### src/rtl/syn_fft_pkg.sv
// syn_fft_pkg: shared types and constants for the fgyrus FFT engine
package syn_fft_pkg;
    typedef enum logic {NORMAL, CONFIG} fgyrus_mode_t;
    typedef enum logic [1:0] {IDLE, RUN, DRAIN, DONE} fft_seq_state_t;
    localparam int P_FFT_NUM_SAMPLES = 128;
    localparam int P_FFT_BFLY_LAT = 4;
endpackage

### src/rtl/syn_fft_addr_dly.sv
// syn_fft_addr_dly: valid-plus-data shift register of fixed depth
module syn_fft_addr_dly #(
    parameter int P_DEPTH = 4,
    parameter int P_W = 14
) (
    input  logic           clk,
    input  logic           rst,
    input  logic           vld,
    input  logic [P_W-1:0] dat,
    output logic           dly_vld,
    output logic [P_W-1:0] dly_dat
);
    logic [P_DEPTH-1:0] vld_sr;
    logic [P_W-1:0]     dat_sr [P_DEPTH];
    always_ff @(posedge clk) begin
        if (rst) begin
            vld_sr <= '0;
            for (int i = 0; i < P_DEPTH; i++) dat_sr[i] <= '0;
        end else begin
            vld_sr[0] <= vld;
            dat_sr[0] <= dat;
            for (int i = 1; i < P_DEPTH; i++) begin
                vld_sr[i] <= vld_sr[i-1];
                dat_sr[i] <= dat_sr[i-1];
            end
        end
    end
    assign dly_vld = vld_sr[P_DEPTH-1];
    assign dly_dat = dat_sr[P_DEPTH-1];
endmodule

### src/rtl/syn_fft_seq_ctrl.sv
// syn_fft_seq_ctrl: stage/butterfly address sequencer for the in-place radix-2 DIT FFT
module syn_fft_seq_ctrl
    import syn_fft_pkg::*;
#(
    parameter int P_NUM_SAMPLES = P_FFT_NUM_SAMPLES,
    parameter int P_LOG2_N      = $clog2(P_NUM_SAMPLES),
    parameter int P_BFLY_LAT    = P_FFT_BFLY_LAT,
    parameter int P_RAM_ADDR_W  = P_LOG2_N,
    parameter int P_TWDL_ADDR_W = P_LOG2_N - 1
) (
    input  logic                     clk,
    input  logic                     rst,
    input  fgyrus_mode_t             fgyrus_mode_i,
    input  logic                     fft_start_i,
    output logic                     fft_busy_o,
    output logic                     fft_done_o,
    output logic [P_LOG2_N-1:0]      fft_stage_o,
    output logic                     rd_en_o,
    output logic [P_RAM_ADDR_W-1:0]  rd_addr_a_o,
    output logic [P_RAM_ADDR_W-1:0]  rd_addr_b_o,
    output logic [P_TWDL_ADDR_W-1:0] twdl_addr_o,
    output logic                     wr_en_o,
    output logic [P_RAM_ADDR_W-1:0]  wr_addr_a_o,
    output logic [P_RAM_ADDR_W-1:0]  wr_addr_b_o
);
    localparam int BW = P_LOG2_N - 1;
    localparam int DW = $clog2(P_BFLY_LAT) + 1;
    fft_seq_state_t           state;
    logic [BW-1:0]            bfly;
    logic [DW-1:0]            dcnt;
    logic                     last_bfly, last_drain, last_stage, issue;
    logic [P_LOG2_N-1:0]      iss_s;
    logic [P_RAM_ADDR_W-1:0]  iss_b, pos, grp, iss_a;
    logic [P_TWDL_ADDR_W-1:0] iss_t;
    logic                     dly_vld;
    logic [2*P_RAM_ADDR_W-1:0] dly_dat;
    // iss_* describe the butterfly whose read is presented in the next cycle
    always_comb begin
        last_bfly  = &bfly;
        last_drain = dcnt == DW'(P_BFLY_LAT - 1);
        last_stage = fft_stage_o == P_LOG2_N'(P_LOG2_N - 1);
        issue = (state == IDLE && fft_start_i && fgyrus_mode_i == NORMAL) ||
                (state == RUN && !last_bfly) ||
                (state == DRAIN && last_drain && !last_stage);
        iss_s = state == DRAIN ? fft_stage_o + P_LOG2_N'(1) : (state == RUN ? fft_stage_o : '0);
        iss_b = state == RUN ? P_RAM_ADDR_W'(bfly) + P_RAM_ADDR_W'(1) : '0;
        pos   = iss_b & ((P_RAM_ADDR_W'(1) << iss_s) - P_RAM_ADDR_W'(1));
        grp   = iss_b >> iss_s;
        iss_a = (grp << (iss_s + P_LOG2_N'(1))) | pos;
        iss_t = P_TWDL_ADDR_W'(pos << (P_LOG2_N'(P_LOG2_N - 1) - iss_s));
    end
    always_ff @(posedge clk) begin
        if (rst) begin
            state       <= IDLE;
            bfly        <= '0;
            dcnt        <= '0;
            fft_stage_o <= '0;
            fft_busy_o  <= 1'b0;
            fft_done_o  <= 1'b0;
            rd_en_o     <= 1'b0;
            rd_addr_a_o <= '0;
            rd_addr_b_o <= '0;
            twdl_addr_o <= '0;
        end else begin
            rd_en_o     <= issue;
            rd_addr_a_o <= issue ? iss_a : '0;
            rd_addr_b_o <= issue ? iss_a + (P_RAM_ADDR_W'(1) << iss_s) : '0;
            twdl_addr_o <= issue ? iss_t : '0;
            fft_done_o  <= state == DRAIN && last_drain && last_stage;
            case (state)
                IDLE: if (issue) begin
                    state       <= RUN;
                    bfly        <= '0;
                    fft_stage_o <= '0;
                    fft_busy_o  <= 1'b1;
                end
                RUN: if (last_bfly) begin
                    state <= DRAIN;
                    dcnt  <= '0;
                end else
                    bfly <= bfly + BW'(1);
                DRAIN: if (!last_drain)
                    dcnt <= dcnt + DW'(1);
                else if (last_stage) begin
                    state       <= DONE;
                    fft_busy_o  <= 1'b0;
                    fft_stage_o <= '0;
                end else begin
                    state       <= RUN;
                    bfly        <= '0;
                    fft_stage_o <= iss_s;
                end
                DONE: state <= IDLE;
            endcase
        end
    end
    syn_fft_addr_dly #(.P_DEPTH(P_BFLY_LAT), .P_W(2*P_RAM_ADDR_W)) u_wr_dly (
        .clk     (clk),
        .rst     (rst),
        .vld     (rd_en_o),
        .dat     ({rd_addr_a_o, rd_addr_b_o}),
        .dly_vld (dly_vld),
        .dly_dat (dly_dat)
    );
    assign wr_en_o = dly_vld & ~rst;
    assign {wr_addr_a_o, wr_addr_b_o} = dly_dat;
endmodule

### config.mk
export PLATFORM = sky130hd
export DESIGN_NAME = syn_fft_seq_ctrl
export DESIGN_NICKNAME = d
export VERILOG_FILES = /design/src/rtl/syn_fft_pkg.sv /design/src/rtl/syn_fft_addr_dly.sv /design/src/rtl/syn_fft_seq_ctrl.sv
export SDC_FILE = /design/constraint.sdc
export NUM_CORES = 1
export LEC_CHECK = 0
export ABC_CLOCK_PERIOD_IN_PS = 10360
export CAP_MARGIN = 25
export CORE_ASPECT_RATIO = 1.5
export CORE_MARGIN = 2
export CORE_UTILIZATION = 42
export DETAILED_ROUTE_END_ITERATION = 8
export DONT_BUFFER_PORTS = 1
export HOLD_SLACK_MARGIN = 0.12
export PLACE_DENSITY = 0.61
export SETUP_SLACK_MARGIN = 0.05
export SLEW_MARGIN = 15
export SYNTH_ARGS = -nofsm -noshare
export SYNTH_HDL_FRONTEND = slang
export SYNTH_SLANG_ARGS = --single-unit
### constraint.sdc
create_clock -name clk -period 10.36 [get_ports clk]
set_input_delay 2.072 -clock clk [delete_from_list [all_inputs] [get_ports clk]]
set_output_delay 2.072 -clock clk [all_outputs]
set_load 0.02 [all_outputs]
==> impl_metrics.csv <==
group,metric,value,unit
run_status,run_status,"completed",
cells_and_area,mostFrequentLayoutCells,"sky130_fd_sc_hd__dfxtp_1 (101), sky130_fd_sc_hd__nor2b_1 (67), sky130_fd_sc_hd__nor2_1 (39)",
cells_and_area,ff_latch_area,2020,µm²
critical_path,worst_path_largest_cell_delay,0.86,ns
drt,detailroute.via_count,3792,
floorplan,floorplan.io_pins,49,
sta,final_critical_path_setup_slack,4.66,ns
cells_and_area,final_core_util,45.5,%
clock_network,cts.root.buffer_cell,"sky130_fd_sc_hd__clkbuf_16",
logic_synthesis,synth_enable_flop_cells,0,
logic_synthesis,ys_ff_latch,101,
hold_path,hold_critical_path_depth,1,
critical_path,critPathMaxFanout,20,
logic_synthesis,async_flop_share,0,%
clock_network,ctsLongestPathBuffers,2,
drt,first_pass_iters,6,
hold_path,hp-class,"reg2reg",
drt,detail_route.wl_per_cell,17.2,µm
drt,route.detailed.vias_per_inst,5.65,
critical_path,cp_cell_sequence,"ha_1, nand3_1, xor2_1, o21ai_0, a21o_2, nor3_1, inv_1, ha_1, nand3_1, and3b_1, or2_2, ha_1, a21o_1, a21oi_1, xnor2_1, or4b_1, o211ai_1",
global_routing,pin_count_of_the_biggest_net_entering_global_routing,83,
sta,final_tns_setup,0,ns
critical_path,end_kind,"register",
sta,grt_setup_unrepaired,"no",
clock_network,htree_num_levels,3,
clock_network,post_cts_buffers,0,
global_routing,grt_pass1_vias,3625,
clock_network,tritoncts_clock_tree,"yes",
power,p_per_area,145,nW/µm²
critical_path,worst-setup-path-type,"reg2reg",
floorplan,die_area,12500,µm²
floorplan,core_region_area,11400,µm²
drt,initialDrtViolationCount,209,
place,port_buffers,0,
power,power,751,µW
critical_path,endpoint_arrival_time_on_the_critical_path,5.97,ns
sta,slew_viol_final,0,
clock_network,clk_transition_reported_paths,0.07,ns
critical_path,crit_path_top_delay_cell,"sky130_fd_sc_hd__dfxtp_1",
cells_and_area,multi_input_logic_area,2620,µm²
floorplan,fp-row-count,48,
sta,maxSlewHeadroom,40.4,%
cells_and_area,fill_cells,1117,
sta,clock_skew,0.0109,ns
global_routing,global_route.usage.total,18.7,%
global_routing,global_route.overflow_total,0,
logic_synthesis,nets_in_the_synthesized_netlist,558,
sta,post-route-min-period,5.70,ns
sta,worst_slew_pin_slew,0.882,ns
sta,final-hold-violation-count,0,
logic_synthesis,synth-seq-area-share,41.6,%
power,peakVddDrop,0.0000663,V
clock_network,post_cts.resized_instances,0,
clock_network,postCtsHoldBufs,0,
cells_and_area,layout.cells.most_common,"sky130_fd_sc_hd__dfxtp_1",
logic_synthesis,ys.warnings.count,0,
sta,timing.final.crit_share,55.0,%
power,cellLeakagePower,1.95,nW
place,place.detailed.hpwl,8410,µm
global_routing,antenna_found_initial,0,
critical_path,required,10.63,ns
floorplan,floorplan.die.height,136,µm
place,placement.setup.worst_slack,4.74,ns
sta,setup_viol,0,
logic_synthesis,synthesis.area_per_instance,9.03,µm²
logic_synthesis,post_synthesis_cells,539,
drt,route.detailed.drc,0,
critical_path,critical-path-top-delay-family,"simple AND/OR/NAND/NOR gates",
cells_and_area,syn_to_final_growth,6.76,%
sta,fmax,175,MHz
critical_path,timing.critical_path.depth,17,
critical_path,cp.buffers_inverters,1,
critical_path,timing.reg2reg.worst_path_depth,17,
clock_network,clock_sinks,101,
place,finalWeightedCongestion,0.987,
floorplan,initial_utilization,42.6,%
drt,route.final.wire_length,11600,µm
global_routing,grt_first_pass_wirelength,18400,µm
logic_synthesis,number_of_distinct_library_cell_variants_in_the_gate_level_netlist_after_synthesis,78,
sta,timing.hold.ws,0.436,ns
floorplan,chipWidth,91.9,µm
critical_path,cp_common_cell,"sky130_fd_sc_hd__ha_1",
clock_network,clock_insertion_delay_worst_skew,0.34,ns
cells_and_area,antenna-diode-count,0,
cells_and_area,nets,535,
drt,antenna_violating_nets_left,0,
clock_network,number_of_buffers_inserted_during_clock_tree_synthesis,9,
cells_and_area,drive_gt1_share,8.64,%
logic_synthesis,synth_flop_cell,"sky130_fd_sc_hd__dfxtp_1",
job,maxCapViolCount,0,
critical_path,critPathLaunchType,"register",
logic_synthesis,syn_area,4860,µm²
per-layer routing:
metal,GRT usage [%],part of all wire (%),vias to the layer above,routed length (µm)
met4,12.4,5.9,0,680
met3,4.55,5.4,41,623
met1,19.6,38,1760,4420
met2,33.2,50,132,5830
met5,0,0,-,0
li1,-,-,1859,-
synthesized netlist by cell type (3+ instances only):
cell type                  count  share of area [%]
sky130_fd_sc_hd__dfxtp_1     101                 42
sky130_fd_sc_hd__nor2b_1      67                8.6
sky130_fd_sc_hd__nor2_1       39                3.0
sky130_fd_sc_hd__nand2_1      30                2.3
sky130_fd_sc_hd__a21oi_1      29                3.0
sky130_fd_sc_hd__clkbuf_1     21                1.6
sky130_fd_sc_hd__nand3_1      16                1.6
sky130_fd_sc_hd__o21ai_0      16                1.6
sky130_fd_sc_hd__nor3_1       15                1.5
sky130_fd_sc_hd__ha_1         14                3.6
sky130_fd_sc_hd__inv_1        14                1.1
sky130_fd_sc_hd__and2_1        9                1.2
sky130_fd_sc_hd__buf_2         9               0.93
sky130_fd_sc_hd__nand2b_1      9                1.2
sky130_fd_sc_hd__a21o_1        7                1.1
sky130_fd_sc_hd__a31oi_1       7               0.90
sky130_fd_sc_hd__xnor2_1       7                1.3
sky130_fd_sc_hd__and3_1        5               0.64
sky130_fd_sc_hd__and3b_1       5               0.90
sky130_fd_sc_hd__buf_4         5               0.77
sky130_fd_sc_hd__mux2i_1       5                1.0
sky130_fd_sc_hd__nand3b_1      5               0.77
sky130_fd_sc_hd__nand4_1       5               0.64
sky130_fd_sc_hd__o211ai_1      5               0.77
sky130_fd_sc_hd__o21a_1        5               0.77
sky130_fd_sc_hd__o31ai_1       5               0.77
sky130_fd_sc_hd__or2_2         5               0.64
sky130_fd_sc_hd__or4_1         5               0.77
sky130_fd_sc_hd__nor3b_1       4               0.62
sky130_fd_sc_hd__nor4b_1       4               0.72
sky130_fd_sc_hd__xor2_1        4               0.72
sky130_fd_sc_hd__a311oi_1      3               0.54
sky130_fd_sc_hd__o22ai_1       3               0.39
sky130_fd_sc_hd__or3_1         3               0.39
sky130_fd_sc_hd__or4b_1        3               0.62
area by class of cell:
class	count	area share, %
clock buffer	10	4.41
clock inverter	6	1.35
inverter	14	1.01
multi-input combinational	388	50.4
sequential	101	38.9
tap	150	3.61
timing repair buffer	2	0.289
kinds of logic (layout without fill, tap and decap cells):
kind of cell,after synthesis,in the layout,synth area share [%]
and+or+nand+nor,238,238,28.0
AOI/OAI and AO/OA,115,115,17.6
DFF,101,101,41.6
buffers and inverters,50,32,4.63
adders and majority gates,15,15,4.01
xor gates and xnor gates,12,12,2.31
muxes,8,8,1.95
path summary, 6_finish.rpt:
check	from	endpoint	slack, ns
min	u_wr_dly.dat_sr[0][9]	u_wr_dly.dat_sr[1][9]	0.44
max	fft_stage_o[0]	rd_addr_b_o[6]	4.66
max reg2reg	fft_stage_o[0]	rd_addr_b_o[6]	4.66
min reg2reg	u_wr_dly.dat_sr[0][9]	u_wr_dly.dat_sr[1][9]	0.44
registers in the layout, indices dropped and copies added (netlist names):
signal and cells:
u_wr_dly.dat_sr 56, fft_stage_o 7, rd_addr_a_o 7, rd_addr_b_o 7, bfly 6, twdl_addr_o 6, u_wr_dly.vld_sr 4, dcnt 3
state 2, fft_busy_o 1, fft_done_o 1, rd_en_o 1
through the flow:
stage	std cells	instance area, µm²
finish	671	5190
global route	671	5190
CTS	671	5190
detailed placement	655	4890
global placement	655	4890
floorplan	539	4860
power by group:
group | switching [mW] | internal (mW) | leakage (nW)
logic | 0.0121 | 0.00669 | 0.999
clock network | 0.147 | 0.189 | 0.141
registers | 0.00497 | 0.391 | 0.815
total | 0.164 | 0.587 | 1.95
No activity file was read; power rests on OpenSTA's default activity.
